[config.mk]
export PLATFORM = sky130hd
export DESIGN_NAME = cordic_phase_gen_flat
export DESIGN_NICKNAME = d
export VERILOG_FILES = /design/src/rtl/cordic_phase_gen_if.sv /design/src/rtl/cordic_phase_gen.sv /design/src/flat_wrapper.sv
export SDC_FILE = /design/constraint.sdc
export NUM_CORES = 1
export LEC_CHECK = 0
export BUFFER_PORTS_ARGS = -buffer_cell sky130_fd_sc_hd__buf_2
export CORE_MARGIN = 1
export CORE_UTILIZATION = 37
export CTS_BUF_LIST = sky130_fd_sc_hd__clkbuf_8
export DETAILED_ROUTE_END_ITERATION = 16
export SLEW_MARGIN = 25
export SYNTH_ARGS = -nofsm -noshare
export SYNTH_HDL_FRONTEND = slang
export SYNTH_SLANG_ARGS = --single-unit
[constraint.sdc]
create_clock -name clock -period 3.65 [get_ports clock]
set_input_delay 0.1825 -clock clock [delete_from_list [all_inputs] [get_ports clock]]
set_output_delay 0.1825 -clock clock [all_outputs]
set_load 0.03 [all_outputs]
[src/rtl/cordic_phase_gen_if.sv]
// Control and data bundle between the phase generator and its sequencer/rotator.
// The sequencer (master) issues start/stop and burst parameters; the phase
// generator (slave) returns the phase word and status flags.
interface cordic_phase_gen_if #(
    parameter int PHASE_W = 32,
    parameter int CNT_W   = 16
);
    logic               start;
    logic               stop;
    logic [PHASE_W-1:0] ftw;
    logic [PHASE_W-1:0] phase_off;
    logic [CNT_W-1:0]   burst_len;
    logic [PHASE_W-1:0] angle;
    logic               angle_valid;
    logic               sample_valid;
    logic               busy;
    logic               done;

    modport master (
        output start, stop, ftw, phase_off, burst_len,
        input  angle, angle_valid, sample_valid, busy, done
    );

    modport slave (
        input  start, stop, ftw, phase_off, burst_len,
        output angle, angle_valid, sample_valid, busy, done
    );
endinterface

[src/rtl/cordic_phase_gen.sv]
// Phase-accumulating burst generator feeding a pipelined CORDIC rotator.
// Emits angle = offset + k*ftw (mod 2^PHASE_W) for a burst, then drains for the
// rotator latency so sample_valid lines up with the rotator outputs.
module cordic_phase_gen #(
    parameter int PHASE_W    = 32,
    parameter int CNT_W      = 16,
    parameter int CORDIC_LAT = 16
) (
    input  logic               clock,
    input  logic               reset_n,
    cordic_phase_gen_if.slave  bus
);
    localparam int DCNT_W = $clog2(CORDIC_LAT + 1);
    localparam logic [DCNT_W-1:0] DCNT_LAST = DCNT_W'(CORDIC_LAT - 1);

    typedef enum logic [1:0] {IDLE, RUN, DRAIN} state_t;

    state_t                 state;
    state_t                 state_next;
    logic [PHASE_W-1:0]     ftw_l;
    logic [PHASE_W-1:0]     off_l;
    logic [CNT_W-1:0]       len_l;
    logic [PHASE_W-1:0]     acc;
    logic [CNT_W-1:0]       cnt;
    logic [DCNT_W-1:0]      dcnt;
    logic [PHASE_W-1:0]     angle_r;
    logic                   angle_valid_r;
    logic [CORDIC_LAT-1:0]  vld_sr;
    logic                   done_r;
    logic                   end_run;
    logic                   drain_last;
    logic                   busy_c;

    // State register
    always_ff @(posedge clock or negedge reset_n) begin
        if (!reset_n) state <= IDLE;
        else          state <= state_next;
    end

    // Next-state logic; stop outranks length completion, both end the run
    always_comb begin
        state_next = state;
        end_run    = bus.stop || ((len_l != '0) && (cnt == len_l));
        drain_last = (dcnt == DCNT_LAST);
        case (state)
            IDLE:    if (bus.start) state_next = RUN;
            RUN:     if (end_run)   state_next = DRAIN;
            DRAIN:   if (drain_last) state_next = IDLE;
            default: state_next = IDLE;
        endcase
    end

    // Combinational status outputs
    always_comb begin
        busy_c = (state != IDLE);
    end

    // Phase datapath: latch parameters at launch, accumulate while running
    always_ff @(posedge clock or negedge reset_n) begin
        if (!reset_n) begin
            ftw_l         <= '0;
            off_l         <= '0;
            len_l         <= '0;
            acc           <= '0;
            cnt           <= '0;
            dcnt          <= '0;
            angle_r       <= '0;
            angle_valid_r <= 1'b0;
            done_r        <= 1'b0;
        end else begin
            done_r <= (state == DRAIN) && drain_last;
            case (state)
                IDLE: begin
                    if (bus.start) begin
                        ftw_l         <= bus.ftw;
                        off_l         <= bus.phase_off;
                        len_l         <= bus.burst_len;
                        angle_r       <= bus.phase_off;
                        acc           <= bus.ftw;
                        cnt           <= CNT_W'(1);
                        angle_valid_r <= 1'b1;
                    end
                end
                RUN: begin
                    if (end_run) begin
                        angle_valid_r <= 1'b0;
                        dcnt          <= '0;
                    end else begin
                        angle_r <= acc + off_l;
                        acc     <= acc + ftw_l;
                        cnt     <= cnt + CNT_W'(1);
                    end
                end
                DRAIN: begin
                    dcnt <= dcnt + DCNT_W'(1);
                end
                default: ;
            endcase
        end
    end

    // Valid delay line matching the rotator latency; shifts every cycle
    always_ff @(posedge clock or negedge reset_n) begin
        if (!reset_n) vld_sr <= '0;
        else          vld_sr <= {vld_sr[CORDIC_LAT-2:0], angle_valid_r};
    end

    assign bus.angle        = angle_r;
    assign bus.angle_valid  = angle_valid_r;
    assign bus.sample_valid = vld_sr[CORDIC_LAT-1];
    assign bus.busy         = busy_c;
    assign bus.done         = done_r;
endmodule

[src/flat_wrapper.sv]
// flat-port wrapper written by rule: the top's interface ports become plain ports
module cordic_phase_gen_flat 
#(
    parameter int PHASE_W    = 32,
    parameter int CNT_W      = 16,
    parameter int CORDIC_LAT = 16
)
  (clock, reset_n, bus_start, bus_stop, bus_ftw, bus_phase_off, bus_burst_len, bus_angle, bus_angle_valid, bus_sample_valid, bus_busy, bus_done);
  cordic_phase_gen_if #(.PHASE_W(PHASE_W), .CNT_W(CNT_W)) bus_i ();
  input  logic clock;
  input  logic reset_n;
  input wire logic [$bits(bus_i.start)-1:0] bus_start;
  input wire logic [$bits(bus_i.stop)-1:0] bus_stop;
  input wire logic [$bits(bus_i.ftw)-1:0] bus_ftw;
  input wire logic [$bits(bus_i.phase_off)-1:0] bus_phase_off;
  input wire logic [$bits(bus_i.burst_len)-1:0] bus_burst_len;
  output wire logic [$bits(bus_i.angle)-1:0] bus_angle;
  output wire logic [$bits(bus_i.angle_valid)-1:0] bus_angle_valid;
  output wire logic [$bits(bus_i.sample_valid)-1:0] bus_sample_valid;
  output wire logic [$bits(bus_i.busy)-1:0] bus_busy;
  output wire logic [$bits(bus_i.done)-1:0] bus_done;
  assign bus_i.start = bus_start;
  assign bus_i.stop = bus_stop;
  assign bus_i.ftw = bus_ftw;
  assign bus_i.phase_off = bus_phase_off;
  assign bus_i.burst_len = bus_burst_len;
  assign bus_angle = bus_i.angle;
  assign bus_angle_valid = bus_i.angle_valid;
  assign bus_sample_valid = bus_i.sample_valid;
  assign bus_busy = bus_i.busy;
  assign bus_done = bus_i.done;
  cordic_phase_gen #(.PHASE_W(PHASE_W), .CNT_W(CNT_W), .CORDIC_LAT(CORDIC_LAT)) u_core (.clock(clock), .reset_n(reset_n), .bus(bus_i));
endmodule
==> impl_metrics.yaml, run 1 <==
setup_path:
  cp_slowest_cell: "or4_1"
  start_kind: "register"
  critPathMaxFanout: 3
  crit_required_ns: 4.01
  worst_setup_path_end_kind: "register"
  path_delay_family: "compound AO/OA/AOI/OAI gates"
  worst_ep_arrival_time_ns: 3.65
  path_buf_inv: 0
  path_cells: "ha_1 > fa_1 > a21oi_1 > o21bai_1 > o211ai_1 > a211oi_1 > o31ai_2 > nor3_1 > or4_1 > nand3_1 > a31oi_1"
  crit_path_max_incr_delay_ns: 0.48
  worstSetupPathType: "register to register"
timing:
  fmax_ghz: 0.304
  tns_ns: 0
  setup_slack_ns: 0.363
  finalSetupViolations: 0
  fin_crit_ns: 3.29
  worst_pin_slew_ns: 0.942
  period_share_pct: 90.1
  maxSlewViolCount: 0
  slew_headroom_pct: 37.2
  grt_setup_unrepaired: "false"
  fin_worst_skew_ns: 0.0180
  hold_viol_final: 0
cells_and_area:
  fillers: 2841
  finish.utilization_pct: 45.8
  layout.cells.non_filler: 1805
  syn_to_final_growth_pct: 20.9
  multiInputGateArea_sq_mm: 0.00577
  nets: 1565
  drive_gt1_share_pct: 13.3
  regArea_sq_mm: 0.00463
  diodes: 0
route:
  met3_length_um: 1020
  post-route-drc-count: 0
  drt-vias-per-instance: 5.08
  wirelength_um: 28800
  routedWlPerCell_um: 15.9
  ant_nets: 0
  firstDrtPassIters: 5
  dr_wl_met2_um: 13800
  top_layer: "met4"
  vias: 9167
  route.layer.met1.wl_um: 13500
  drt_iter0_markers: 651
yosys:
  synth.avg_cell_area_sq_um: 8.63
  synth-seq-cells: 185
  netlist_instances: 1234
  netlist-cell-type-count: 64
  synth_nets: 1385
  synth-async-reset-ratio_pct: 100
  ys_dominant_reg_cell: "dfrtp_1"
  yosys-top-cells-area: "dfrtp_1 43%, nand2_1 12%, ha_1 7.6%, a21oi_1 4.2%, xnor2_1 4.2%"
  synth_area_sq_mm: 0.0107
  synth-edff-count: 0
  yosys_warnings: 0
  yosysTopAreaCell: "dfrtp_1"
  yosysTopAreaCellShare_pct: 43.5
  yosysSeqAreaShare_pct: 43.5
  synth_common_cells: "329 x nand2_1, 185 x dfrtp_1, 94 x nor2_1"
  synth_most_common_cell: "nand2_1"
floorplanning:
  start_util_pct: 37.9
  num_rows: 61
  core_area_sq_mm: 0.0281
  die_y_um: 172
  die_w_um: 172
  fp.dieArea_sq_mm: 0.0295
  io_pins: 120
clock_tree:
  h-tree-depth: 4
  cts_resized: 0
  cts_buffers: 17
  clockBufferDepth: 2
  clock_sinks: 185
  clkSlewWorstSetupHoldPaths_ns: 0.12
  cts_tree: "yes"
  insertion_delay_ns: 0.50
  post-cts-setup-buffers: 0
  holdBufCountCts: 81
  cts-root-buf: "clkbuf_8"
pwr:
  peakVddDrop_mv: 0.377
  power.leakage_nw: 6.21
  power_density_mw_per_mm2: 1000
  finalPower_w: 0.0129
global_routing:
  antenna_found_initial: 0
  grt_remaining_overflow: 0
  grt_max_degree: 95
  grt_pass1_wl_um: 46300
  grt_pass1_vias: 8973
  track_usage_pct: 20.2
hold_path:
  hold_path_class: "input port to register"
placed_design:
  port_buffers: 119
  dp_cells: 1692
  gp_congestion: 0.943
  dp_hpwl_um: 19900
  dp_slack_ns: 0.444
outcome:
  outcome: "completed"
job:
  cap_violations: 0
-- sequential cells by signal, indices dropped and copies added (netlist names) --
signal,flops
u_core.acc,32
u_core.bus.angle,32
u_core.bus.angle_valid,1
u_core.bus.done,1
u_core.cnt,16
u_core.dcnt,5
u_core.ftw_l,32
u_core.len_l,16
u_core.off_l,32
u_core.state,2
u_core.vld_sr,16
-- metrics by stage --
stage	area [sq um]	hold WS (ns)
final	12900	0.0528
after global routing	12900	0.0722
after CTS	12900	0.0318
after detailed placement	11700	0.316
after global placement	11700	0.313
after floorplan	10700	-0.113
-- path summary, 6_finish.rpt --
path,to,cells past startpoint,from,slack [ns]
min in group asynchronous,u_core.ftw_l[1]$_DFFE_PN0P_,2,reset_n,0.29
worst max-delay path,u_core.bus.angle[28]$_DFFE_PN0P_,11,u_core.acc[0]$_DFFE_PN0P_,0.36
max in group asynchronous,u_core.off_l[13]$_DFFE_PN0P_,3,reset_n,2.37
worst max register to register,u_core.bus.angle[28]$_DFFE_PN0P_,11,u_core.acc[0]$_DFFE_PN0P_,0.36
worst min-delay path,u_core.cnt[1]$_DFFE_PN0P_,4,bus_stop,0.05
worst min register to register,u_core.vld_sr[15]$_DFF_PN0_,0,u_core.vld_sr[14]$_DFF_PN0_,0.36
-- logic make-up after synthesis --
group / count (synthesis) / synth area share [%]
buffers and inverters: 72 / 2.62
muxes: 3 / 0.282
and+or+nand+nor: 521 / 21.0
DFF: 185 / 43.5
AOI/OAI and AO/OA: 306 / 18.1
adders and majority gates: 67 / 8.01
xor gates and xnor gates: 80 / 6.58
-- metal layers --
metal	GRT usage (%)	vias up
li1	-	4613
met1	26.6	4320
met2	34.3	197
met3	3.01	37
met4	5.55	0
met5	0	-
-- report_power, final --
| part | leakage, nW | switching (W) | internal [W] |
|---|---|---|---|
| clock | 0.207 | 0.000874 | 0.000582 |
| combinational | 3.75 | 0.00472 | 0.00307 |
| sequential | 2.25 | 0.000726 | 0.00295 |
| total | 6.21 | 0.00632 | 0.00660 |
-- layout make-up --
type | instances | share of cell area (%)
clock buffer | 17 | 1.82
clock inverter | 15 | 1.36
sequential | 185 | 36.0
inverter | 20 | 0.583
tap | 378 | 3.67
multi-input combinational | 977 | 44.8
timing repair buffer | 213 | 11.8
-- cells in the final DEF (no fill, tap or decap), types with 19 or more instances in the layout --
master and count:
a31oi_1 27, nand2_1 328, inv_1 19, o21ai_0 72
nor2_1 93, buf_2 118, a21oi_1 90, nand3_1 21
xor2_1 29, dfrtp_1 185, dlygate4sd3_1 81, xnor2_1 51
ha_1 65, a21o_1 40
-- worst register-to-register path: cells and delay by family (launching register included) --
kind                     cells  cell delay (ns)
adder cells (fa/ha/maj)      2             0.66
flip-flops                   1             0.41
AND/OR/NAND/NOR              3             0.71
AO/OA/AOI/OAI                6             1.38
Power figures use the tool's default switching activity.
==> run 2: changes to the inputs <==
--- a/config.mk
+++ b/config.mk
@@ -10,6 +10,7 @@
 export CORE_UTILIZATION = 37
 export CTS_BUF_LIST = sky130_fd_sc_hd__clkbuf_8
 export DETAILED_ROUTE_END_ITERATION = 16
+export REMOVE_ABC_BUFFERS = 1
 export SLEW_MARGIN = 25
 export SYNTH_ARGS = -nofsm -noshare
 export SYNTH_HDL_FRONTEND = slang
==> impl_metrics.yaml, run 2 (synthesis results as in run 1) <==
outcome:
  outcome: "completed"
setup_path:
  path_buf_inv: 0
  path_delay_family: "compound AO/OA/AOI/OAI gates"
  start_kind: "register"
  r2r-start: "u_core.acc[0]$_DFFE_PN0P_"
  worst_setup_path_end_kind: "register"
  worstSetupPathType: "register to register"
  cp_slowest_cell: "or4_1"
  r2r_cells: 11
  r2r_end: "u_core.bus.angle[28]$_DFFE_PN0P_"
  critPathMaxFanout: 3
  timing.reg2reg.setup_slack_ns: 0.48
  crit_required_ns: 3.99
  path_cells: "ha_1 > fa_1 > a21oi_1 > o21bai_1 > o211ai_1 > a211oi_1 > o31ai_2 > nor3_1 > or4_1 > nand3_1 > a31oi_1"
  worst_ep_arrival_time_ns: 3.51
  crit_path_max_incr_delay_ns: 0.47
timing:
  hold_viol_final: 0
  maxSlewViolCount: 0
  finalSetupViolations: 0
  whs_ns: 0.0103
  fin_worst_skew_ns: 0.0204
  fmax_ghz: 0.315
  slew_headroom_pct: 35.7
  grt_setup_unrepaired: "false"
  period_share_pct: 87.0
  tns_ns: 0
  fin_crit_ns: 3.17
  worst_pin_slew_ns: 0.965
cells_and_area:
  drive_gt1_share_pct: 13.2
  syn_to_final_growth_pct: 20.8
  multiInputGateArea_sq_mm: 0.00577
  layout.cells.non_filler: 1802
  fillers: 2859
  regArea_sq_mm: 0.00463
  nets: 1561
  final_common_cell: "nand2_1"
  final_cell_mix: "328 x nand2_1, 185 x dfrtp_1, 118 x buf_2"
  fin_area_sq_mm: 0.0129
route:
  routedWlPerCell_um: 15.4
  wirelength_um: 27700
  vias: 9166
  ant_nets: 0
  post-route-drc-count: 0
  drt_iter0_markers: 485
  firstDrtPassIters: 5
  drt-vias-per-instance: 5.09
global_routing:
  gr-usage-met1_pct: 27.0
  grt_pass1_wl_um: 45300
  antenna_found_initial: 1
  grt_max_degree: 101
  grtUsageMet2_pct: 32.3
  track_usage_pct: 19.6
  top_usage_layer: "met2"
  grt_pass1_vias: 8900
  grt_remaining_overflow: 0
  grt_util_met3_pct: 2.92
pwr:
  power_density_mw_per_mm2: 1000
  power.leakage_nw: 6.20
  finalPower_w: 0.0129
  peakVddDrop_mv: 0.335
placed_design:
  dp_hpwl_um: 19200
  port_buffers: 119
  dpl_cell_area_sq_mm: 0.0117
  dp_cells: 1692
  gp_congestion: 0.858
clock_tree:
  cts_tree: "yes"
  clkSlewWorstSetupHoldPaths_ns: 0.10
  insertion_delay_ns: 0.48
  cts_buffers: 17
  h-tree-depth: 4
  cts-root-buf: "clkbuf_8"
  clockBufferDepth: 2
  clock_sinks: 185
floorplanning:
  fp.dieArea_sq_mm: 0.0295
  num_rows: 61
  io_pins: 120
  die_w_um: 172
  core_area_sq_mm: 0.0281
  start_util_pct: 37.9
  die_y_um: 172
hold_path:
  min_from: "bus_phase_off[28]"
  min_to: "u_core.off_l[28]$_DFFE_PN0P_"
  hold_path_class: "input port to register"
  whs_path_depth: 3
job:
  cap_violations: 0
-- run 2: changes by cell type in the layout (fill, tap and decap cells not counted), moves of 2 or more --
| cell | previous run | this run |
|---|---|---|
| buf_12 | 1 | 3 |
| inv_6 | 4 | 2 |
| dlygate4sd3_1 | 81 | 77 |
| clkbuf_8 | 18 | 20 |
| clkinv_4 | 1 | 4 |
| buf_4 | 12 | 10 |
| clkinv_8 | 2 | 0 |
| inv_8 | 5 | 1 |
| inv_1 | 19 | 21 |
-- run 2: timing repair --
action,4_1_cts,5_1_grt
hold endpoints to repair,209,0
resized for setup,0,0
hold buffers,77,0
buffers inserted,0,0
-- run 2: through the flow --
step	util (%)	worst slack (ns)
after floorplan	-	-2.19
after global placement	41.6	0.486
after detailed placement	41.6	0.464
after CTS	45.8	0.455
after global routing	45.8	0.252
final	45.8	0.476
-- run 2: per-layer routing --
metal | vias up | routed length (um)
met5 | - | 0
met4 | 0 | 247
met3 | 17 | 926
met2 | 153 | 12500
met1 | 4369 | 14000
li1 | 4627 | -
-- run 2: tightest hold or removal path, cell delays in order --
cell and delay (ns):
buf_2 0.11, nand2_1 0.08, o21ai_0 0.07
-- run 2: cell type report --
type                    instances  share of cell area [%]
multi-input cells             977                    44.8
clock buffers                  19                    2.03
clock inverters                13                    1.14
well taps                     378                    3.68
repair buffers                209                    11.7
diodes                          1                  0.0195
inverters                      20                   0.584
flip-flops and latches        185                    36.0
-- run 2: power breakdown --
group	internal, W	switching (W)
clock network	0.000654	0.000799
registers	0.00295	0.000697
logic	0.00309	0.00470
-- run 2: how the worst max path moves through the flow --
stage	endpoint	start	slack, ns	cells after the start
detailed placement	u_core.bus.angle[28]$_DFFE_PN0P_	u_core.acc[0]$_DFFE_PN0P_	0.46	11
finish	u_core.bus.angle[28]$_DFFE_PN0P_	u_core.acc[0]$_DFFE_PN0P_	0.48	11
CTS	u_core.bus.angle[28]$_DFFE_PN0P_	u_core.acc[0]$_DFFE_PN0P_	0.46	11
global route	u_core.bus.angle[29]$_DFFE_PN0P_	u_core.acc[1]$_DFFE_PN0P_	0.25	10
global placement	u_core.bus.angle[28]$_DFFE_PN0P_	u_core.acc[0]$_DFFE_PN0P_	0.49	11
floorplan	u_core.acc[30]$_DFFE_PN0P_	u_core.state[1]$_DFFE_PN0P_	-2.19	6
